File: config.mk
export PLATFORM = sky130hd
export DESIGN_NAME = mem_port_arbiter_flat
export DESIGN_NICKNAME = d
export VERILOG_FILES = /design/src/rtl/mem_port_arbiter_pkg.sv /design/src/rtl/mem_port_arbiter_if.sv /design/src/rtl/mem_port_arbiter_lane_align.sv /design/src/rtl/mem_port_arbiter.sv /design/src/flat_wrapper.sv
export SDC_FILE = /design/constraint.sdc
export NUM_CORES = 1
export LEC_CHECK = 0
export ABC_AREA = 0
export BUFFER_PORTS_ARGS = -buffer_cell sky130_fd_sc_hd__buf_2
export CORE_UTILIZATION = 35
export CTS_CLUSTER_SIZE = 8
export DETAILED_ROUTE_END_ITERATION = 8
export PLACE_DENSITY = 0.71
export SKIP_LAST_GASP = 1
export SLEW_MARGIN = 20
export SYNTH_ARGS = -nofsm -noshare
export SYNTH_HDL_FRONTEND = slang
export SYNTH_SLANG_ARGS = --single-unit
export TNS_END_PERCENT = 5
File: constraint.sdc
create_clock -name clk -period 4.3 [get_ports clk]
set_input_delay 0.645 -clock clk [delete_from_list [all_inputs] [get_ports clk]]
set_output_delay 0.645 -clock clk [all_outputs]
set_load 0.1 [all_outputs]
File: src/rtl/mem_port_arbiter_pkg.sv
// Shared types and constants for the unified memory port arbiter.
// Optional RESP watchdog: define MEM_ARB_TIMEOUT_EN.
package mem_port_arbiter_pkg;

  typedef enum logic [1:0] {
    S_IDLE,
    S_REQ,
    S_RESP,
    S_ERR
  } state_t;

  typedef enum logic {
    OWNER_IF,
    OWNER_D
  } owner_t;

  localparam logic [2:0] F3_B  = 3'b000;
  localparam logic [2:0] F3_H  = 3'b001;
  localparam logic [2:0] F3_W  = 3'b010;
  localparam logic [2:0] F3_BU = 3'b100;
  localparam logic [2:0] F3_HU = 3'b101;

  localparam logic [1:0] SZ_B = 2'b00;
  localparam logic [1:0] SZ_H = 2'b01;

  localparam logic [31:0] NOP = 32'h0000_0013;

endpackage

File: src/rtl/mem_port_arbiter_if.sv
// Single-outstanding memory bus: req/gnt request phase, rvalid response.
// Master drives the request fields, slave returns gnt/rvalid/rdata.
interface mem_port_arbiter_if;

  logic        req;
  logic        we;
  logic [31:0] addr;
  logic [3:0]  be;
  logic [31:0] wdata;
  logic        gnt;
  logic        rvalid;
  logic [31:0] rdata;

  modport master (
    output req, we, addr, be, wdata,
    input  gnt, rvalid, rdata
  );

  modport slave (
    input  req, we, addr, be, wdata,
    output gnt, rvalid, rdata
  );

endinterface

File: src/rtl/mem_port_arbiter_lane_align.sv
// Byte-lane alignment: store strobes/replication, load extract/extend,
// and misalignment detection for RV32 b/h/w accesses.
module mem_lane_align
  import mem_port_arbiter_pkg::*;
(
  input  logic [1:0]  size,
  input  logic [1:0]  ofs,
  input  logic [31:0] wdata,
  output logic [3:0]  be,
  output logic [31:0] wdata_lane,
  output logic        misaligned,
  input  logic [2:0]  ld_funct3,
  input  logic [1:0]  ld_ofs,
  input  logic [31:0] rdata,
  output logic [31:0] rdata_ext
);

  logic [31:0] sh;
  logic        sgn;

  always_comb begin
    be         = 4'hF;
    wdata_lane = wdata;
    misaligned = 1'b0;
    unique case (1'b1)
      size == SZ_B: begin
        be         = 4'b0001 << ofs;
        wdata_lane = {4{wdata[7:0]}};
      end
      size == SZ_H: begin
        be         = 4'b0011 << ofs;
        wdata_lane = {2{wdata[15:0]}};
        misaligned = ofs[0];
      end
      default: misaligned = ofs != 2'b00;
    endcase
  end

  // Words are always aligned here, so sh equals rdata for them.
  always_comb begin
    sh        = rdata >> {ld_ofs, 3'b000};
    sgn       = !ld_funct3[2];
    rdata_ext = sh;
    unique case (1'b1)
      ld_funct3[1:0] == SZ_B:
        rdata_ext = {{24{sgn & sh[7]}}, sh[7:0]};
      ld_funct3[1:0] == SZ_H:
        rdata_ext = {{16{sgn & sh[15]}}, sh[15:0]};
      default: rdata_ext = sh;
    endcase
  end

endmodule

File: src/rtl/mem_port_arbiter.sv
// Shares one memory port between fetch (IF) and memory stage (D).
// Optional RESP watchdog enabled by MEM_ARB_TIMEOUT_EN.
module mem_port_arbiter
  import mem_port_arbiter_pkg::*;
#(
  parameter int MAX_D_STREAK = 4
`ifdef MEM_ARB_TIMEOUT_EN
  , parameter int TIMEOUT = 255
`endif
) (
  input  logic        clk,
  input  logic        reset,
  input  logic        if_req,
  input  logic [31:0] if_addr,
  output logic [31:0] if_rdata,
  output logic        if_ready,
  input  logic        d_req,
  input  logic        d_we,
  input  logic [31:0] d_addr,
  input  logic [2:0]  d_funct3,
  input  logic [31:0] d_wdata,
  output logic [31:0] d_rdata,
  output logic        d_ready,
  output logic        d_err,
  mem_port_arbiter_if.master mem
);

  localparam logic [3:0] STREAK_MAX = 4'(MAX_D_STREAK);
  localparam logic [31:0] WMASK = 32'hFFFF_FFFC;

  state_t      state, state_nx;
  owner_t      owner;
  logic [3:0]  streak;
  logic        we_q;
  logic [31:0] addr_q, wdata_q;
  logic [3:0]  be_q;
  logic [2:0]  ld_funct3;
  logic [1:0]  ld_ofs;
  logic        idle, grant_d, grant_if;
  logic        owner_req, done, timeout;
  logic [3:0]  be_c;
  logic [31:0] wdata_c, rdata_ext;
  logic        mis;

  assign idle      = state == S_IDLE;
  assign grant_d   = idle && d_req &&
                     !(if_req && streak == STREAK_MAX);
  assign grant_if  = idle && if_req && !grant_d;
  assign owner_req = (owner == OWNER_D) ? d_req : if_req;
  assign done      = state == S_RESP &&
                     (mem.rvalid || timeout);

  mem_lane_align u_align (
    .size       (d_funct3[1:0]),
    .ofs        (d_addr[1:0]),
    .wdata      (d_wdata),
    .be         (be_c),
    .wdata_lane (wdata_c),
    .misaligned (mis),
    .ld_funct3  (ld_funct3),
    .ld_ofs     (ld_ofs),
    .rdata      (mem.rdata),
    .rdata_ext  (rdata_ext)
  );

`ifdef MEM_ARB_TIMEOUT_EN
  localparam logic [15:0] TO_LAST = 16'(TIMEOUT - 1);
  logic [15:0] cnt;

  always_ff @(posedge clk or negedge reset) begin
    if (!reset)               cnt <= '0;
    else if (state != S_RESP) cnt <= '0;
    else if (!mem.rvalid)     cnt <= cnt + 16'd1;
  end

  assign timeout = state == S_RESP && !mem.rvalid &&
                   cnt == TO_LAST;
`else
  assign timeout = 1'b0;
`endif

  always_ff @(posedge clk or negedge reset) begin
    if (!reset) state <= S_IDLE;
    else        state <= state_nx;
  end

  always_comb begin
    state_nx = state;
    unique case (state)
      S_IDLE: begin
        if (grant_d)       state_nx = mis ? S_ERR : S_REQ;
        else if (grant_if) state_nx = S_REQ;
      end
      S_REQ: begin
        if (!owner_req)   state_nx = S_IDLE;
        else if (mem.gnt) state_nx = S_RESP;
      end
      S_RESP: if (done) state_nx = S_IDLE;
      default: state_nx = S_IDLE;
    endcase
  end

  always_comb begin
    if_ready = 1'b0;
    d_ready  = 1'b0;
    d_err    = 1'b0;
    unique case (1'b1)
      done && owner == OWNER_D: begin
        d_ready = d_req;
        d_err   = d_req && timeout;
      end
      done && owner == OWNER_IF: if_ready = if_req;
      state == S_ERR: begin
        d_ready = d_req;
        d_err   = d_req;
      end
      default: ;
    endcase
    if_rdata = '0;
    if (if_ready) if_rdata = timeout ? NOP : mem.rdata;
    d_rdata = (d_ready && !d_err) ? rdata_ext : '0;
  end

  assign mem.req   = state == S_REQ && owner_req;
  assign mem.we    = we_q;
  assign mem.addr  = addr_q;
  assign mem.be    = be_q;
  assign mem.wdata = wdata_q;

  always_ff @(posedge clk or negedge reset) begin
    if (!reset) begin
      owner     <= OWNER_IF;
      we_q      <= 1'b0;
      addr_q    <= '0;
      be_q      <= '0;
      wdata_q   <= '0;
      ld_funct3 <= '0;
      ld_ofs    <= '0;
    end else if (grant_d) begin
      owner     <= OWNER_D;
      we_q      <= d_we;
      addr_q    <= d_addr & WMASK;
      be_q      <= be_c;
      wdata_q   <= wdata_c;
      ld_funct3 <= d_funct3;
      ld_ofs    <= d_addr[1:0];
    end else if (grant_if) begin
      owner     <= OWNER_IF;
      we_q      <= 1'b0;
      addr_q    <= if_addr & WMASK;
      be_q      <= 4'hF;
      wdata_q   <= '0;
    end
  end

  // Streak only advances on D grants that jump a waiting fetch.
  always_ff @(posedge clk or negedge reset) begin
    if (!reset)        streak <= '0;
    else if (!if_req)  streak <= '0;
    else if (grant_if) streak <= '0;
    else if (grant_d && streak != STREAK_MAX)
      streak <= streak + 4'd1;
  end

endmodule

File: src/flat_wrapper.sv
// flat-port wrapper written by rule: the top's interface ports become plain ports
module mem_port_arbiter_flat import mem_port_arbiter_pkg::*;
#(
  parameter int MAX_D_STREAK = 4

)
  (clk, reset, if_req, if_addr, if_rdata, if_ready, d_req, d_we, d_addr, d_funct3, d_wdata, d_rdata, d_ready, d_err, mem_req, mem_we, mem_addr, mem_be, mem_wdata, mem_gnt, mem_rvalid, mem_rdata);
  mem_port_arbiter_if mem_i ();
  input  logic clk;
  input  logic reset;
  input  logic if_req;
  input  logic [31:0] if_addr;
  output logic [31:0] if_rdata;
  output logic if_ready;
  input  logic d_req;
  input  logic d_we;
  input  logic [31:0] d_addr;
  input  logic [2:0] d_funct3;
  input  logic [31:0] d_wdata;
  output logic [31:0] d_rdata;
  output logic d_ready;
  output logic d_err;
  output wire logic [$bits(mem_i.req)-1:0] mem_req;
  output wire logic [$bits(mem_i.we)-1:0] mem_we;
  output wire logic [$bits(mem_i.addr)-1:0] mem_addr;
  output wire logic [$bits(mem_i.be)-1:0] mem_be;
  output wire logic [$bits(mem_i.wdata)-1:0] mem_wdata;
  input wire logic [$bits(mem_i.gnt)-1:0] mem_gnt;
  input wire logic [$bits(mem_i.rvalid)-1:0] mem_rvalid;
  input wire logic [$bits(mem_i.rdata)-1:0] mem_rdata;
  assign mem_req = mem_i.req;
  assign mem_we = mem_i.we;
  assign mem_addr = mem_i.addr;
  assign mem_be = mem_i.be;
  assign mem_wdata = mem_i.wdata;
  assign mem_i.gnt = mem_gnt;
  assign mem_i.rvalid = mem_rvalid;
  assign mem_i.rdata = mem_rdata;
  mem_port_arbiter #(.MAX_D_STREAK(MAX_D_STREAK)) u_core (.clk(clk), .reset(reset), .if_req(if_req), .if_addr(if_addr), .if_rdata(if_rdata), .if_ready(if_ready), .d_req(d_req), .d_we(d_we), .d_addr(d_addr), .d_funct3(d_funct3), .d_wdata(d_wdata), .d_rdata(d_rdata), .d_ready(d_ready), .d_err(d_err), .mem(mem_i));
endmodule
==> impl_metrics.csv <==
group,metric,value,unit
status,status,"complete, no violations",
sta,skew,0.00611,ns
routing,vias_per_cell,5.45,
placed_design,gp_congestion,0.953,
final_layout,nNetsFinal,859,
synthesis,ys_ff_latch,79,
placed_design,pre_cts_slack,1.24,ns
synthesis,synth_area_per_cell,10.0,um^2
worst_setup_path,max_stage_delay,0.95,ns
sta,slew_violations,0,
synthesis,yosysWarnings,0,
routing,drc,0,
synthesis,synth_xor_area_frac,0.00181,
placed_design,port-buffer-count,270,
sta,fin_ws,0.932,ns
worst_setup_path,path_class,"register to output pin",
cts,h-tree-depth,3,
power_and_ir_drop,cellLeakagePower,3.45,nW
sta,finalCriticalPeriod,3.37,ns
synthesis,ys_types,49,
synthesis,yosysMostFrequentCell,"dfrtp_1",
global_route,track_usage,0.231,
worst_setup_path,required,3.65,ns
synthesis,syn_area,0.00483,mm^2
sta,worst_slew_pin_slew,0.931,ns
routing,drtIter0Drc,310,
synthesis,synth-compound-area-share,0.257,
global_route,antenna_found_initial,0,
synthesis,synthTopCellsByArea,"dfrtp_1, mux2i_1, a311o_1",
sta,hold_viol_final,0,
final_layout,area_growth,36.1,%
worst_setup_path,cpMaxStageDelayCell,"dfrtp_1",
cts,clock-root-buffer,"clkbuf_16",
floorplanning,initial_utilization,0.362,
sta,finalCritPeriodShare,0.783,
final_layout,fillers,1290,
floorplanning,dieArea,0.0143,mm^2
worst_setup_path,critPathArrivalTime,2.72,ns
worst_setup_path,crit_family,"flip-flops",
final_layout,drive_above_1_share,0.433,
global_route,grt_max_degree,80,
cts,cts_buffers,9,
cts,ctsResizeCount,0,
synthesis,seq_area_frac_synth,0.409,
floorplanning,die_h,120,um
sta,max-slew-margin-rel,0.379,
worst_setup_path,worstPathMaxFanout,20,
cts,cts_setup_buffers,0,
global_route,grt_pass1_vias,4671,
sta,fin_setup_tns,0,ns
power_and_ir_drop,irDropWorstVdd,0.533,mV
routing,drtPass1Iterations,5,
cts,cts_tree,"built",
cts,clockBufferDepth,2,
floorplanning,die_w,120,um
synthesis,synth_edf_count,0,
power_and_ir_drop,powerDensity,953,mW/mm^2
routing,num_vias,4897,
synthesis,synthSimpleGateAreaFrac,0.148,
cts,cts.clk_slew.worst_paths,0.06,ns
synthesis,synthTopCellsByCount,"dfrtp_1, mux2i_1, and2_1",
synthesis,synth_ff_type,"dfrtp_1",
synthesis,synth_top_area_frac,0.409,
synthesis,yosysTopAreaCell,"dfrtp_1",
routing,ant_nets,0,
floorplanning,coreArea,0.0133,mm^2
sta,setup_viol_count_final,0,
routing,wire_per_inst,18.6,um
worst_setup_path,critical_path.cell_chain,"and2b_1 > a222oi_1 > buf_4 > o22ai_1 > buf_2",
cts,ctsHoldBuffers,0,
routing,wirelength,16700,um
global_route,overflow,0,
sta,rsz0062_at_grt,"false",
final_layout,final_util,0.493,
cts,clock_latency,0.33,ns
worst_setup_path,critPathBufInv,2,
floorplanning,io_pins,275,
synthesis,synth_top_family_by_area,"compound AO/OA/AOI/OAI gates",
final_layout,diodes,0,
synthesis,syn_inst,481,
synthesis,async_flop_share,1.00,
worst_setup_path,startpoint_type,"register",
global_route,grt_pass1_wl,25800,um
synthesis,synthMuxAreaShare,0.123,
cts,clkSinkCount,79,
synthesis,synthAdderAreaFrac,0.00518,
floorplanning,rows,42,
flow_run,maxCapViolations,0,
worst_setup_path,crit_path_end_kind,"output pin",
sta,max_freq,297,MHz
hold_path,hp-class,"primary input to async pin",
placed_design,hpwl,12200,um
-- kinds of logic after synthesis --
kind of cell / count (synthesis)
AOI/OAI and AO/OA: 155
and+or+nand+nor: 125
DFF: 79
buffers and inverters: 62
muxes: 56
adders and majority gates: 2
other: 1
xor gates and xnor gates: 1
-- path summary, 6_finish.rpt --
path	startpoint	to	slack, ns	depth (start not counted)
setup reg to reg	u_core.streak[0]$_DFFE_PN0P_	u_core.ld_ofs[0]$_DFFE_PN0N_	1.98	6
hold / removal	reset	u_core.mem.addr[2]$_DFFE_PN0P_	0.34	1
hold reg to reg	u_core.mem.wdata[21]$_DFFE_PN0P_	u_core.mem.wdata[21]$_DFFE_PN0P_	0.49	1
min in group clk	u_core.mem.wdata[21]$_DFFE_PN0P_	u_core.mem.wdata[21]$_DFFE_PN0P_	0.49	1
setup / recovery	u_core.ld_ofs[1]$_DFFE_PN0N_	d_rdata[25]	0.93	5
max in group asynchronous	reset	u_core.mem.be[0]$_DFFE_PN0P_	3.44	1
-- cells in the final DEF, fill, tap and decap left out, types with 16 or more instances in the layout --
| cell type | count |
|---|---|
| dfrtp_1 | 79 |
| buf_2 | 269 |
| a22o_1 | 17 |
| and2_1 | 34 |
| mux2i_1 | 41 |
| and3_1 | 32 |
| o2bb2ai_1 | 16 |
| o21a_1 | 30 |
| a311o_1 | 30 |
| nand2_1 | 16 |
| o22ai_1 | 16 |
-- stage by stage --
step	hold WS [ns]	area (um^2)	total power, mW	std cells
finish	0.335	6580	6.27	899
global route	0.413	6580	6.52	899
CTS	0.487	6570	6.29	899
detailed placement	0.469	6240	5.45	884
global placement	0.468	6240	5.39	884
floorplan	0.349	4840	4.76	482
-- worst register-to-register path, cell delays in order, from the launching register on --
cell	delay (ns)
dfrtp_1	0.41
inv_1	0.09
ha_1	0.17
nand4b_1	0.27
buf_4	0.33
nand2_4	0.47
mux2_2	0.46
-- metal layers --
| layer | up-vias | routed length (um) | global-route usage |
|---|---|---|---|
| met5 | - | 0 | 0 |
| met2 | 221 | 8600 | 0.412 |
| met1 | 2360 | 6790 | 0.284 |
| met4 | 0 | 305 | 0.0773 |
| li1 | 2297 | - | - |
| met3 | 19 | 1010 | 0.0333 |
-- cell type report --
type,count,area [um^2],area share
multi-input cells,341,2610,0.397
flip-flops and latches,79,1980,0.301
repair buffers,275,1400,0.212
clock buffers,10,239,0.0363
well taps,176,220,0.0335
clock inverters,5,82.6,0.0126
inverters,13,48.8,0.00742
-- registers in the layout, summed over array words and instances, names as in the netlist --
signal / flops
u_core.mem.be: 4
u_core.mem.we: 1
u_core.ld_funct3: 3
u_core.owner: 1
u_core.mem.addr: 30
u_core.streak: 4
u_core.state: 2
u_core.mem.wdata: 32
u_core.ld_ofs: 2
-- report_power, final --
| part | internal, mW | switching (mW) | total [mW] |
|---|---|---|---|
| Sequential | 1.08 | 0.272 | 1.35 |
| Clock | 0.521 | 0.295 | 0.816 |
| Combinational | 0.883 | 3.22 | 4.10 |
No activity file was read; power rests on OpenSTA's default activity.
